## src/rtl/multi_cycle_control_unit.sv

```systemverilog
// ---------------------------------------------------------------------------
// multi_cycle_control_unit
//
// Moore-style sequencing FSM for the multi-cycle RV32I core. Each
// instruction passes through fetch, decode, execute, memory and writeback.
// In every step the FSM drives the datapath enables, the ALU operand
// selects and the 2-bit ALU class. It also detects halt and pulses retire
// once per completed instruction.
//
// Ports
//   clk        : rising-edge clock
//   reset_n    : asynchronous active-low reset
//   opcode     : IR[6:0]
//   mem_ready  : memory handshake, access completes in the cycle it is high
//   alu_bcond  : branch-compare result from the ALU (valid in EX_BR)
//   halt_cond  : x17 == 10, from the datapath
//   pc_write   : PC <= ALU result at the next edge
//   i_or_d     : memory address select (0 = PC, 1 = ALUOut)
//   mem_read   : memory read request
//   mem_write  : memory write request
//   ir_write   : IR / MDR capture of memory data
//   mem_to_reg : RF write data select (0 = ALUOut, 1 = MDR)
//   reg_write  : RF write enable
//   alu_src_a  : ALU A select (0 = PC, 1 = rs1)
//   alu_src_b  : ALU B select (00 = rs2, 01 = 4, 10 = imm)
//   alu_op     : 00 = add, 01 = branch compare, 10 = funct-decoded
//   retire     : one-cycle pulse per completed instruction
//   is_halted  : high while in HALT
//   state      : current state encoding, for debug
// ---------------------------------------------------------------------------
module multi_cycle_control_unit (
    input  logic       clk,
    input  logic       reset_n,
    input  logic [6:0] opcode,
    input  logic       mem_ready,
    input  logic       alu_bcond,
    input  logic       halt_cond,
    output logic       pc_write,
    output logic       i_or_d,
    output logic       mem_read,
    output logic       mem_write,
    output logic       ir_write,
    output logic       mem_to_reg,
    output logic       reg_write,
    output logic       alu_src_a,
    output logic [1:0] alu_src_b,
    output logic [1:0] alu_op,
    output logic       retire,
    output logic       is_halted,
    output logic [3:0] state
);

    typedef enum logic [3:0] {
        S_IF       = 4'd0,
        S_ID       = 4'd1,
        S_EX_ALU   = 4'd2,
        S_EX_ADDR  = 4'd3,
        S_MEM_RD   = 4'd4,
        S_MEM_WR   = 4'd5,
        S_WB_ALU   = 4'd6,
        S_WB_MEM   = 4'd7,
        S_EX_BR    = 4'd8,
        S_BR_TAKEN = 4'd9,
        S_PC_INC   = 4'd10,
        S_JUMP     = 4'd11,
        S_HALT     = 4'd12
    } state_t;

    localparam logic [6:0] OP_R      = 7'b0110011;
    localparam logic [6:0] OP_I      = 7'b0010011;
    localparam logic [6:0] OP_LOAD   = 7'b0000011;
    localparam logic [6:0] OP_STORE  = 7'b0100011;
    localparam logic [6:0] OP_BRANCH = 7'b1100011;
    localparam logic [6:0] OP_JAL    = 7'b1101111;
    localparam logic [6:0] OP_JALR   = 7'b1100111;
    localparam logic [6:0] OP_SYSTEM = 7'b1110011;

    state_t r_state;
    state_t w_nextState;
    logic   r_isIType;
    logic   r_haltSeen;

    // State register, plus two pieces of history: whether the instruction
    // in flight is I-type (captured in ID so EX_ALU does not depend on
    // opcode), and whether HALT has already been entered (so retire
    // pulses only in the first HALT cycle).
    always_ff @(posedge clk or negedge reset_n) begin
        if (!reset_n) begin
            r_state    <= S_IF;
            r_isIType  <= 1'b0;
            r_haltSeen <= 1'b0;
        end else begin
            r_state <= w_nextState;
            if (r_state == S_ID) begin
                r_isIType <= (opcode == OP_I);
            end
            if (r_state == S_HALT) begin
                r_haltSeen <= 1'b1;
            end
        end
    end

    // Next-state logic. Unused encodings fall back to IF through default.
    always_comb begin
        w_nextState = S_IF;
        case (r_state)
            S_IF:       w_nextState = mem_ready ? S_ID : S_IF;
            S_ID: begin
                case (opcode)
                    OP_R, OP_I:         w_nextState = S_EX_ALU;
                    OP_LOAD, OP_STORE:  w_nextState = S_EX_ADDR;
                    OP_BRANCH:          w_nextState = S_EX_BR;
                    OP_JAL, OP_JALR:    w_nextState = S_JUMP;
                    OP_SYSTEM:          w_nextState = halt_cond ? S_HALT : S_PC_INC;
                    default:            w_nextState = S_PC_INC;
                endcase
            end
            S_EX_ALU:   w_nextState = S_WB_ALU;
            S_EX_ADDR:  w_nextState = (opcode == OP_LOAD) ? S_MEM_RD : S_MEM_WR;
            S_MEM_RD:   w_nextState = mem_ready ? S_WB_MEM : S_MEM_RD;
            S_MEM_WR:   w_nextState = mem_ready ? S_IF : S_MEM_WR;
            S_WB_ALU:   w_nextState = S_IF;
            S_WB_MEM:   w_nextState = S_IF;
            S_EX_BR:    w_nextState = alu_bcond ? S_BR_TAKEN : S_PC_INC;
            S_BR_TAKEN: w_nextState = S_IF;
            S_PC_INC:   w_nextState = S_IF;
            S_JUMP:     w_nextState = S_IF;
            S_HALT:     w_nextState = S_HALT;
            default:    w_nextState = S_IF;
        endcase
    end

    // Output decode. Every step that finishes an instruction raises
    // pc_write and retire together. Holding reset_n low forces every
    // output to zero, which also cancels any memory request in flight.
    always_comb begin
        pc_write   = 1'b0;
        i_or_d     = 1'b0;
        mem_read   = 1'b0;
        mem_write  = 1'b0;
        ir_write   = 1'b0;
        mem_to_reg = 1'b0;
        reg_write  = 1'b0;
        alu_src_a  = 1'b0;
        alu_src_b  = 2'b00;
        alu_op     = 2'b00;
        retire     = 1'b0;
        is_halted  = 1'b0;
        case (r_state)
            S_IF: begin
                mem_read = 1'b1;
                ir_write = mem_ready;
            end
            S_ID: begin
                alu_src_b = 2'b01;
            end
            S_EX_ALU: begin
                alu_src_a = 1'b1;
                alu_src_b = r_isIType ? 2'b10 : 2'b00;
                alu_op    = 2'b10;
            end
            S_WB_ALU: begin
                reg_write = 1'b1;
                alu_src_b = 2'b01;
                pc_write  = 1'b1;
                retire    = 1'b1;
            end
            S_EX_ADDR: begin
                alu_src_a = 1'b1;
                alu_src_b = 2'b10;
            end
            S_MEM_RD: begin
                mem_read = 1'b1;
                i_or_d   = 1'b1;
            end
            S_WB_MEM: begin
                reg_write  = 1'b1;
                mem_to_reg = 1'b1;
                alu_src_b  = 2'b01;
                pc_write   = 1'b1;
                retire     = 1'b1;
            end
            S_MEM_WR: begin
                mem_write = 1'b1;
                i_or_d    = 1'b1;
                if (mem_ready) begin
                    alu_src_b = 2'b01;
                    pc_write  = 1'b1;
                    retire    = 1'b1;
                end
            end
            S_EX_BR: begin
                alu_src_a = 1'b1;
                alu_op    = 2'b01;
            end
            S_BR_TAKEN: begin
                alu_src_b = 2'b10;
                pc_write  = 1'b1;
                retire    = 1'b1;
            end
            S_PC_INC: begin
                alu_src_b = 2'b01;
                pc_write  = 1'b1;
                retire    = 1'b1;
            end
            S_JUMP: begin
                reg_write = 1'b1;
                alu_src_a = (opcode == OP_JALR);
                alu_src_b = 2'b10;
                pc_write  = 1'b1;
                retire    = 1'b1;
            end
            S_HALT: begin
                is_halted = 1'b1;
                retire    = ~r_haltSeen;
            end
            default: begin
            end
        endcase
        if (!reset_n) begin
            pc_write   = 1'b0;
            i_or_d     = 1'b0;
            mem_read   = 1'b0;
            mem_write  = 1'b0;
            ir_write   = 1'b0;
            mem_to_reg = 1'b0;
            reg_write  = 1'b0;
            alu_src_a  = 1'b0;
            alu_src_b  = 2'b00;
            alu_op     = 2'b00;
            retire     = 1'b0;
            is_halted  = 1'b0;
        end
    end

    assign state = r_state;

endmodule
```

## config.mk

```make
export PLATFORM = sky130hd
export DESIGN_NAME = multi_cycle_control_unit
export DESIGN_NICKNAME = d
export VERILOG_FILES = /design/src/rtl/multi_cycle_control_unit.sv
export SDC_FILE = /design/constraint.sdc
export NUM_CORES = 1
export LEC_CHECK = 0
export BUFFER_PORTS_ARGS = -buffer_cell sky130_fd_sc_hd__buf_4
export CORE_AREA = 2 2 50 52
export DETAILED_ROUTE_END_ITERATION = 12
export DIE_AREA = 0 0 52 54
export SLEW_MARGIN = 30
export SYNTH_ARGS = -nofsm -noshare
export SYNTH_HDL_FRONTEND = slang
export SYNTH_SLANG_ARGS = --single-unit
```

## constraint.sdc

```tcl
create_clock -name clk -period 2.87 [get_ports clk]
set_input_delay 0.574 -clock clk [delete_from_list [all_inputs] [get_ports clk]]
set_output_delay 0.574 -clock clk [all_outputs]
set_load 0.005 [all_outputs]
```

; ---- Yosys cells after proc, flatten, opt, wreduce, memory -nomap -nowiden
; Cells that the tools add are included.
[classes]
n_eq_ne = 20
mux = 35
n_bitwise = 1
reduce_logical = 11
[op_table]
columns = operator, count
row1 = 4-bit case mux with 8 select lines, 1
row2 = 7-bit equality test (second input constant), 4
row3 = 1-bit 2-to-1 mux, 21
row4 = 4-bit equality test (second input constant), 5
row5 = 4-bit case mux with 5 select lines, 1
row6 = 4-bit by 3-bit equality test with 1-bit output (second input constant), 4
row7 = 7-bit by 6-bit equality test with 1-bit output (second input constant), 2
row8 = 2-bit 2-to-1 mux, 5
row9 = 2-bit OR reduction, 5
row10 = 3-bit OR reduction, 3
row11 = 4-bit by 2-bit equality test with 1-bit output (second input constant), 2
row12 = 2-bit case mux with 4 select lines, 1
row13 = 7-bit by 2-bit equality test with 1-bit output (second input constant), 1
row14 = 7-bit by 5-bit equality test with 1-bit output (second input constant), 1
row15 = 3-bit 2-to-1 mux, 2
row16 = 5-bit OR reduction, 1
row17 = 4-bit by 1-bit equality test with 1-bit output (second input constant), 1
row18 = 4-bit zero test, 1
row19 = 1-bit case mux with 2 select lines, 2
row20 = 2-bit case mux with 2 select lines, 1
row21 = 4-bit OR reduction, 1
row22 = 1-bit case mux with 3 select lines, 1
row23 = 1-bit inverter, 1
[word_totals]
ff_bits = 6
wordCells = 70

; ---- Logic depth before layout (Yosys ltp)
[logic_depth]
ltp_word = 4
depth_mapped = 6
depth_no_buf = 4

; ---- Worst setup path after synthesis
; OpenSTA, ideal clock, no wires.
[synth_path]
kind = input to output
from = input port opcode[6]
to = output port alu_src_a
arrival_time_ps = 1321
t_required_ps = 2296
setup_slack_ps = 975
path_stages = 4
n_path_buf = 0
cell_sequence = nand2_1 nor4b_1 a31o_2 a41o_1
[synth_between]
elab_chain_cells = 3
[synth_lines]
columns = element, line
row1 = "start, declared", 34  ; input logic [6:0] opcode,
row2 = 7-bit equality test, 208  ; alu_src_a = (opcode == OP_JALR);
row3 = 1-bit case mux with 2 select lines, 149  ; case (r_state)
row4 = 1-bit 2-to-1 mux, 220  ; if (!reset_n) begin
row5 = "end, declared", 45  ; output logic alu_src_a,
; Every way passes these cells.

; ---- Worst setup path after layout
[layout_path]
from = register r_state[3], in the netlist state[3]
to = output port retire
[layout_between]
elab_chain_cells = 4
elab_cells_between_ends = 10
classes_between = eq/ne (7) / mux (2) / reduce/logical (1)
[layout_lines]
columns = element, line
row1 = "start, declared", 78  ; state_t r_state;
row2 = "start signal, assigned", 93  ; r_state <= w_nextState;
row3 = 4-bit equality test or 4-bit by 3-bit equality test with 1-bit output (tied branches), 149
row4 = 5-bit OR reduction (no source line), -
row5 = 1-bit case mux with 3 select lines *, 149
row6 = 1-bit 2-to-1 mux *, 220
row7 = "end, declared", 48  ; output logic retire,
; Every way passes the cells marked *; elsewhere a longest branch is shown, timed or not.

==> impl_results.md <==
- Antenna violations before repair: 0
- Hold WS: 0.163 ns
- Die Height: 54 um
- # Max-Cap Violations: 0
- Slew HR: 0.620
- Cell Count, Final, Fillers Out: 146
- Yosys Warn Count: 0
- Layout cells sized above 1: 0.310
- Number of flops mapped to enable cells by yosys: 0
- Yosys top cell area share: 0.230
- Area contributors post-synth: dfrtp_1 23%, nor2_1 7.5%, clkbuf_8 6.3%
- Cell family with most CP delay: flip-flops
- Synth cell types: 33
- Met2 wire length: 840 um
- GRT overflow: 0
- Crit Path Max Fanout: 12
- Wire per inst: 12.5 um
- Internal power: 0.397 mW
- Fin crit share: 0.844
- Switching Share: 0.476
- I/O pins: 30
- CP Class: reg2out
- Most frequent cells in the layout: 29 x buf_4, 13 x nor2_1, 11 x nand2_1
- Core Box Area: 2320 um2
- Synth Register Bits: 6
- TritonCTS clock tree: yes
- Remaining DRCs: 0
- N_diodes: 0
- Worst EP arrival: 1.85 ns
- Final setup vio count: 0
- Max stage delay on crit path: 0.54 ns
- Die width: 52 um
- Post-synth ARST share: 1.00
- Synth Cell Area: 653 um2
- Max layer used: met4
- DP Cell Count: 143
- Root Driver: clkbuf_4
- Clock Latency Late Sink: 0.24 ns
- Vias in the first global route: 645
- Status: finished clean
- First-pass GRT wire length: 2930 um
- Register area share after synthesis: 0.230
- CP bufs+invs: 2
- Slew @ Worst Pin: 0.570 ns
- Clk sinks: 6
- WL met3: 111 um
- Pwr per Cell Area: 874 nW/um2
- Setup Buffers After CTS: 0
- Critical-path cell list: inv_1 > nor4_1 > o21ai_0 > a21boi_0 > buf_4
- Worst Slack Setup Final: 0.448 ns
- Leak: 0.402 nW
- Hold Violations, Final: 0
- Gate power share: 0.582
- RSZ-0062 raised after global routing: no
- Worst slack, placed: 0.651 ns
- Final Skew: 0.000501 ns
- Cells after Synth: 92
- Multi-input logic area: 422 um2
- Nets: 130
- Startpoint types: flop
- WL final: 1820 um
- Clock power frac: 0.101
- Via count: 766
- # fillers: 255
- Die area: 2810 um2
- Vias/cell: 5.25
- Crit-path slowest cell: dfrtp_1
- Critical path endpoint category: primary output
- Port bufs: 29
- Maximum vdd drop: 247 uV
- Fin crit period: 2.42 ns
- Setup_tns: 0 ns
- Fmax: 0.413 GHz
- Leading area contributor after synthesis: dfrtp_1
- Area grow syn2layout: 33.0%
- Max Slew Vio Count: 0
- Net Count, Synth: 104
- CP required: 2.30 ns
- H-tree levels: 1
- Top_reg_cell synth: dfrtp_1
- CTS Hold Buffers Added: 0
- Type of the worst min-delay path: in2async
- Clk buf depth: 2
- Reg power frac: 0.316
- HPWL Detailed: 1340 um
- Total global-route track usage: 0.139
- Worst-path clk slew: 0.04 ns
- Post-CTS sizing: 0
- Switching pwr: 0.362 mW
- Row cnt: 18
- Initial core utilization: 0.282
- Placer Congestion: 0.800
- Total CTS buffers: 3
- Syn Area/Cell: 7.10 um2
- Post-Route M1 WL: 850 um
- Largest net degree at the start of global routing: 22
- Initial DRC Count: 9
- Commonest non-fill, non-tap cell in the layout: buf_4
- Storage cell area: 150 um2
- ANT nets after route: 0
- 1st-pass router iterations: 4
==> routing by layer <==
metal	up-vias	track usage
met5	-	0
met4	0	0.0789
met3	2	0.0167
met2	26	0.232
met1	354	0.171
li1	384	-
==> power groups by stage <==
stage / Clock (mW) / Combinational (mW) / Sequential (mW)
finish: 0.0769 / 0.442 / 0.240
global route: 0.0843 / 0.498 / 0.251
CTS: 0.0809 / 0.445 / 0.239
detailed placement: 0 / 0.442 / 0.240
global placement: 0 / 0.439 / 0.239
floorplan: 0 / 0.388 / 0.150
==> sequential cells by signal, indices dropped and copies added (netlist names) <==
register	flops
r_haltSeen	1
r_isIType	1
state	4
==> cells by family (layout without fill, tap and decap cells) <==
| family | after synthesis | after routing | share of synthesized area |
|---|---|---|---|
| AND/OR/NAND/NOR | 46 | 46 | 0.374 |
| buffers and inverters | 13 | 37 | 0.125 |
| AO/OA/AOI/OAI | 27 | 27 | 0.272 |
| flip-flops | 6 | 6 | 0.230 |
==> final timing paths <==
kind	startpoint	endpoint	slack [ns]	cells after the start
setup / recovery	state[3]	retire	0.45	5
min in group clk	r_haltSeen	r_haltSeen	0.47	1
hold reg to reg	r_haltSeen	r_haltSeen	0.47	1
setup reg to reg	state[1]	state[0]	1.29	4
max in group asynchronous	reset_n	state[0]	2.55	1
hold / removal	reset_n	r_haltSeen	0.16	1
==> cell type report <==
cell class | instances | share of cell area
clock buffers | 3 | 0.0259
flip-flops and latches | 6 | 0.173
well taps | 30 | 0.0432
repair buffers | 29 | 0.251
inverters | 5 | 0.0216
multi-input cells | 73 | 0.486
==> synthesized netlist by cell type, types with 3 or more instances <==
cell,instances
inv_1,5
nor4_1,3
or4_1,3
nand2b_1,3
dfrtp_1,6
o21ai_0,6
a21oi_1,6
clkbuf_1,3
nor2_1,13
nand2_1,11
clkbuf_8,3
==> worst register-to-register path: stages (launching register included) <==
cell and delay, ns:
dfrtp_1 0.70, and2b_2 0.30, nand2_1 0.14, a21boi_1 0.19
o22ai_1 0.10
==> metrics by stage <==
stage	cell area (um2)	power (mW)	utilization
4_1_cts	868	0.764	0.374
2_1_floorplan	653	0.538	-
3_5_place_dp	846	0.683	0.365
6_report	868	0.759	0.374
3_3_place_gp	846	0.679	0.365
5_1_grt	868	0.833	0.374
Power figures use the tool's default switching activity.
